==> src/rtl/mpm_port_scheduler.sv <==
// Packs up to PORTS single-word requests per cycle onto the LVT memory ports with rotating priority.
// Latency: grant -> registered memory access next cycle -> read data RD_LAT cycles later; req_ready is the only backpressure.
module mpm_port_scheduler #(
    parameter  int WIDTH  = 32,
    parameter  int DEPTH  = 512,
    parameter  int PORTS  = 4,
    parameter  int REQS   = 8,
    parameter  int RD_LAT = 1,
    localparam int AW     = $clog2(DEPTH),
    localparam int IW     = (REQS > 1) ? $clog2(REQS) : 1
) (
    input  logic             clk,
    input  logic             rst_n,
    input  logic [REQS-1:0]  req_valid,
    input  logic [REQS-1:0]  req_we,
    input  logic [AW-1:0]    req_addr  [REQS],
    input  logic [WIDTH-1:0] req_wdata [REQS],
    output logic [REQS-1:0]  req_ready,
    output logic [REQS-1:0]  rsp_valid,
    output logic [WIDTH-1:0] rsp_data  [REQS],
    output logic [AW-1:0]    mem_addr  [PORTS],
    output logic [PORTS-1:0] mem_en,
    output logic [WIDTH-1:0] mem_d     [PORTS],
    input  logic [WIDTH-1:0] mem_q     [PORTS]
);

    logic [IW-1:0]    r_rr_ptr;
    logic [IW-1:0]    w_rr_nxt;
    logic [REQS-1:0]  w_grant;
    logic [PORTS-1:0] w_slot_vld;
    logic [PORTS-1:0] w_slot_we;
    logic [AW-1:0]    w_slot_addr [PORTS];
    logic [WIDTH-1:0] w_slot_d    [PORTS];
    logic [IW-1:0]    w_slot_idx  [PORTS];

    logic [PORTS-1:0] r_mem_en;
    logic [AW-1:0]    r_mem_addr [PORTS];
    logic [WIDTH-1:0] r_mem_d    [PORTS];
    logic [RD_LAT:0]  r_tag_vld  [PORTS];
    logic [IW-1:0]    r_tag_idx  [PORTS][RD_LAT+1];

    // Scan in rotating order; the k-th grant lands on port k. A write conflicts with any
    // granted access to its address, a read only with a granted write.
    always_comb begin
        int               cnt;
        logic             blocked;
        logic [IW-1:0]    idx;
        logic [PORTS-1:0] s_vld;
        logic [PORTS-1:0] s_we;
        logic [AW-1:0]    s_addr [PORTS];
        logic [WIDTH-1:0] s_d    [PORTS];
        logic [IW-1:0]    s_idx  [PORTS];
        cnt      = 0;
        blocked  = 1'b0;
        idx      = '0;
        s_vld    = '0;
        s_we     = '0;
        w_grant  = '0;
        w_rr_nxt = r_rr_ptr;
        for (int p = 0; p < PORTS; p++) begin
            s_addr[p] = '0;
            s_d[p]    = '0;
            s_idx[p]  = '0;
        end
        for (int i = 0; i < REQS; i++) begin
            idx     = IW'((int'(r_rr_ptr) + i) % REQS);
            blocked = (cnt >= PORTS);
            for (int p = 0; p < PORTS; p++) begin
                if (s_vld[p] && (s_addr[p] == req_addr[idx]) && (req_we[idx] || s_we[p])) begin
                    blocked = 1'b1;
                end
            end
            if (req_valid[idx] && !blocked) begin
                w_grant[idx] = 1'b1;
                for (int p = 0; p < PORTS; p++) begin
                    if (p == cnt) begin
                        s_vld[p]  = 1'b1;
                        s_we[p]   = req_we[idx];
                        s_addr[p] = req_addr[idx];
                        s_d[p]    = req_we[idx] ? req_wdata[idx] : '0;
                        s_idx[p]  = idx;
                    end
                end
                cnt      = cnt + 1;
                w_rr_nxt = IW'((int'(idx) + 1) % REQS);
            end
        end
        w_slot_vld = s_vld;
        w_slot_we  = s_we;
        for (int p = 0; p < PORTS; p++) begin
            w_slot_addr[p] = s_addr[p];
            w_slot_d[p]    = s_d[p];
            w_slot_idx[p]  = s_idx[p];
        end
    end

    // Nothing is accepted while reset is held, even though the scan keeps running.
    assign req_ready = w_grant & {REQS{rst_n}};

    always_ff @(posedge clk or negedge rst_n) begin
        if (!rst_n) begin
            r_rr_ptr <= '0;
            r_mem_en <= '0;
            for (int p = 0; p < PORTS; p++) begin
                r_mem_addr[p] <= '0;
                r_mem_d[p]    <= '0;
                r_tag_vld[p]  <= '0;
                for (int s = 0; s <= RD_LAT; s++) begin
                    r_tag_idx[p][s] <= '0;
                end
            end
        end else begin
            r_rr_ptr <= w_rr_nxt;
            for (int p = 0; p < PORTS; p++) begin
                r_mem_en[p]        <= w_slot_vld[p] & w_slot_we[p];
                r_mem_addr[p]      <= w_slot_addr[p];
                r_mem_d[p]         <= w_slot_d[p];
                r_tag_vld[p][0]    <= w_slot_vld[p] & ~w_slot_we[p];
                r_tag_idx[p][0]    <= w_slot_idx[p];
                for (int s = 1; s <= RD_LAT; s++) begin
                    r_tag_vld[p][s] <= r_tag_vld[p][s-1];
                    r_tag_idx[p][s] <= r_tag_idx[p][s-1];
                end
            end
        end
    end

    assign mem_en = r_mem_en;
    always_comb begin
        for (int p = 0; p < PORTS; p++) begin
            mem_addr[p] = r_mem_addr[p];
            mem_d[p]    = r_mem_d[p];
        end
    end

    // A requester owns at most one port per cycle, so no two ports can target the same response slot.
    always_comb begin
        rsp_valid = '0;
        for (int r = 0; r < REQS; r++) begin
            rsp_data[r] = '0;
        end
        for (int p = 0; p < PORTS; p++) begin
            for (int r = 0; r < REQS; r++) begin
                if (r_tag_vld[p][RD_LAT] && (r_tag_idx[p][RD_LAT] == IW'(r))) begin
                    rsp_valid[r] = 1'b1;
                    rsp_data[r]  = mem_q[p];
                end
            end
        end
    end

endmodule

==> config.mk <==
export PLATFORM = sky130hd
export DESIGN_NAME = mpm_port_scheduler
export DESIGN_NICKNAME = d
export VERILOG_FILES = /design/src/rtl/mpm_port_scheduler.sv
export SDC_FILE = /design/constraint.sdc
export NUM_CORES = 2
export LEC_CHECK = 0
export ABC_AREA = 0
export BUFFER_PORTS_ARGS = -buffer_cell sky130_fd_sc_hd__buf_2
export CAP_MARGIN = 10
export CORE_AREA = 2 2 357 359
export CTS_BUF_LIST = sky130_fd_sc_hd__clkbuf_16
export DETAILED_ROUTE_END_ITERATION = 6
export DIE_AREA = 0 0 359 361
export PLACE_DENSITY_LB_ADDON = 0.25
export SLEW_MARGIN = 0
export SYNTH_ARGS = -nofsm -noshare
export SYNTH_HDL_FRONTEND = slang
export SYNTH_SLANG_ARGS = --single-unit
==> constraint.sdc <==
create_clock -name clk -period 15.55 [get_ports clk]
set_clock_uncertainty 0.2 [all_clocks]
set_input_delay 1.555 -clock clk [delete_from_list [all_inputs] [get_ports clk]]
set_output_delay 1.555 -clock clk [all_outputs]
set_load 0.05 [all_outputs]
==> out/results.tsv <==
stage	metric	value	unit
detailed_routing	dr_total_vias	54300	
hold_path	holdCritStartpoint	r_tag_vld[0]	
worst_setup_path	endpoint_kind	primary output	
floorplanning	die_y	361	µm
clock_network	cts_buffers	23	
finish	area_growth	18.2	%
sta	worst_hold_slack	0.148	ns
clock_network	clk_pin_slew_worst_paths	0.06	ns
place	portBuffers	913	
detailed_routing	drt_iter0_markers	7609	
worst_setup_path	ff2ff_path_depth	46	
yosys	syn_avg_cell_area	7.15	µm²
worst_setup_path	cp-start-kind	flip-flop	
detailed_routing	drcViolationCount	7	
floorplanning	initial_core_util	0.343	
yosys	synthesis.area	43000	µm²
detailed_routing	first_pass_iters	7	
sta	fmax	0.0675	GHz
detailed_routing	wl	260	mm
yosys	synth_top_area_cell	mux4_2	
outcome	outcome	complete, but fails checks	
sta	tightest_slew	1.29	ns
clock_network	hold_buffers	0	
clock_network	cts_htree_levels	1	
yosys	synth_edf_count	0	
place	dpl.hpwl	193	mm
grt	grt_overflow	0	
yosys	netlist.area_leader.share	0.148	
clock_network	clock_path_buffers	3	
sta	rsz0062_at_grt	false	
worst_setup_path	rr_startpoint	r_rr_ptr[1]	
yosys	synth_most_common_cell	nand2_1	
finish	layout.nets	7098	
finish	drive_gt1_frac	0.278	
grt	grt_start_max_net_pins	161	
sta	finalHoldViolations	0	
yosys	synth_ff_type	dfrtp_1	
floorplanning	die-area	130000	µm²
sta	slew_headroom	0.130	
yosys	ys_types	115	
worst_setup_path	cp_max_fo	12	
yosys	synth_cells	6016	
worst_setup_path	cp_num_buf_inv	8	
worst_setup_path	critPathSlowestCell	or4_1	
sta	fin_crit	14.82	ns
worst_setup_path	crit_family	simple AND/OR/NAND/NOR gates	
worst_setup_path	r2r_end	mem_d[17]	
floorplanning	fp.coreArea	125000	µm²
yosys	synthArstFlopShare	1.00	
worst_setup_path	rrSetupSlack	1.92	ns
yosys	syn_nets	6520	
place	gp_congestion	1.06	
floorplanning	io_pins	914	
grt	grt_usage	0.379	
grt	grt_pass1_vias	49300	
yosys	synth_warnings	0	
outcome	violations	DRC	
hold_path	hold_class	flip-flop to flip-flop	
worst_setup_path	worstSetupPathType	flip-flop to primary output	
finish	fillCellCount	13100	
hold_path	hold_depth	0	
clock_network	cts_tree	done	
flow_run	maxCapViolations	0	
sta	period_share	0.953	
worst_setup_path	cp.required	13.80	ns
grt	grt_pass1_wl	364	mm
sta	drv_slew	0	
floorplanning	std_cell_rows	130	
sta	finalSetupViolations	0	
yosys	ys_seq_area_frac	0.118	
clock_network	clk_latency	0.58	ns
detailed_routing	post_drt_wl_per_cell	31.4	µm
detailed_routing	vias_per_cell	6.55	
clock_network	root_buffer	clkbuf_16	
floorplanning	die_x	359	µm
detailed_routing	postRouteAntennaNets	0	
grt	antenna_found_initial	44	
clock_network	clock_sinks	203	
hold_path	hold_end	r_tag_vld[1]	
yosys	ys_ff_latch	203	
yosys	synthTopCellsByArea	mux4_2 15%, dfrtp_1 12%, nand2_1 9.9%, mux2i_1 8.8%, o21ai_0 8.1%	
worst_setup_path	crit_arrival	13.07	ns
yosys	synthTopCellsByCount	1137 x nand2_1, 697 x o21ai_0, 558 x nor2_1	
worst_setup_path	crit_path_max_incr_delay	0.57	ns
-- cells in the final DEF (no fill, tap or decap), types with 23 or more instances in the layout --
master,count
nand2_1,1131
diode_2,24
xnor2_1,122
a21oi_1,464
a21o_1,45
inv_1,33
o21ai_0,697
a221oi_1,36
a211oi_1,94
buf_2,904
o221ai_1,44
mux2i_1,361
mux4_2,282
a31oi_1,40
xor2_1,28
a211oi_2,26
ha_1,27
a22oi_1,273
clkbuf_16,23
o211ai_1,114
nand3_1,133
o311ai_0,34
nor3_1,44
and2_1,30
nor2_1,539
buf_4,332
nand4_1,30
o22ai_1,38
mux2_2,84
dfrtp_1,200
-- worst max-delay path by stage --
stage              endpoint  slack [ns]    startpoint  depth (start not counted)
5_1_grt        req_ready[0]        0.04   r_rr_ptr[0]                         48
4_1_cts        req_ready[4]        0.68   r_rr_ptr[1]                         47
2_1_floorplan  req_ready[0]       -0.30   r_rr_ptr[1]                         56
6_report       req_ready[4]        0.73   r_rr_ptr[1]                         46
3_5_place_dp   req_ready[0]        1.20  req_valid[3]                         46
3_3_place_gp   req_ready[7]        1.35  req_valid[3]                         46
-- worst register-to-register path, delay by kind of cell (launching register included) --
kind                     cells  cell delay [ns]
adder cells (fa/ha/maj)      3             0.79
XOR/XNOR                     3             0.43
buffers and inverters        8             2.04
flip-flops                   1             0.53
AO/OA/AOI/OAI               10             2.39
multiplexers                 7             2.69
AND/OR/NAND/NOR             15             4.45
-- final cells by class --
type                    instances  area [µm²]  share of cell area
clock inverters                19         198             0.00389
clock buffers                  23         576              0.0113
well taps                    1650        2060              0.0406
flip-flops and latches        203        5090               0.100
multi-input cells            5067       35200               0.692
inverters                      39         150             0.00295
diodes                         24        60.1             0.00118
repair buffers               1260        7490               0.147
-- state kept, by name, summed over array words and instances, names as in the netlist --
| signal | flops |
|---|---|
| mem_addr | 36 |
| mem_d | 128 |
| mem_en | 4 |
| r_rr_ptr | 3 |
| r_tag_idx | 24 |
| r_tag_vld | 8 |
-- metrics by stage --
step	setup slack [ns]	setup TNS, ns	utilization	cells	area [µm²]
after detailed placement	1.20	0	0.398	8213	49900
after global routing	0.0406	0	0.405	8280	50800
after floorplan	-0.302	-2.41	-	6016	43000
final	0.726	0	0.405	8285	50800
after global placement	1.35	0	0.398	8213	49900
after CTS	0.678	0	0.404	8255	50700
-- timing repair --
action | in CTS | in global routing
setup endpoints to repair | 0 | 8
setup buffers | 0 | 5
gates resized for setup | 0 | 6
-- kinds of logic after synthesis --
logic type | after synthesis | share of synthesized area
simple gates | 2082 | 0.204
compound gates | 2030 | 0.295
mux | 771 | 0.266
buf+inv | 746 | 0.0765
flops | 203 | 0.118
xor+xnor | 154 | 0.0317
fa+ha+maj | 30 | 0.00873
-- layer usage --
metal | track usage | up-vias | share of wire
li1 | - | 23400 | -
met1 | 0.485 | 25900 | 0.38
met2 | 0.581 | 4128 | 0.43
met3 | 0.0922 | 866 | 0.12
met4 | 0.222 | 18 | 0.072
met5 | 0 | - | 0.00044
Power is not shown: default switching activity piles up to over one toggle a cycle in this logic, so the estimate is an artifact.
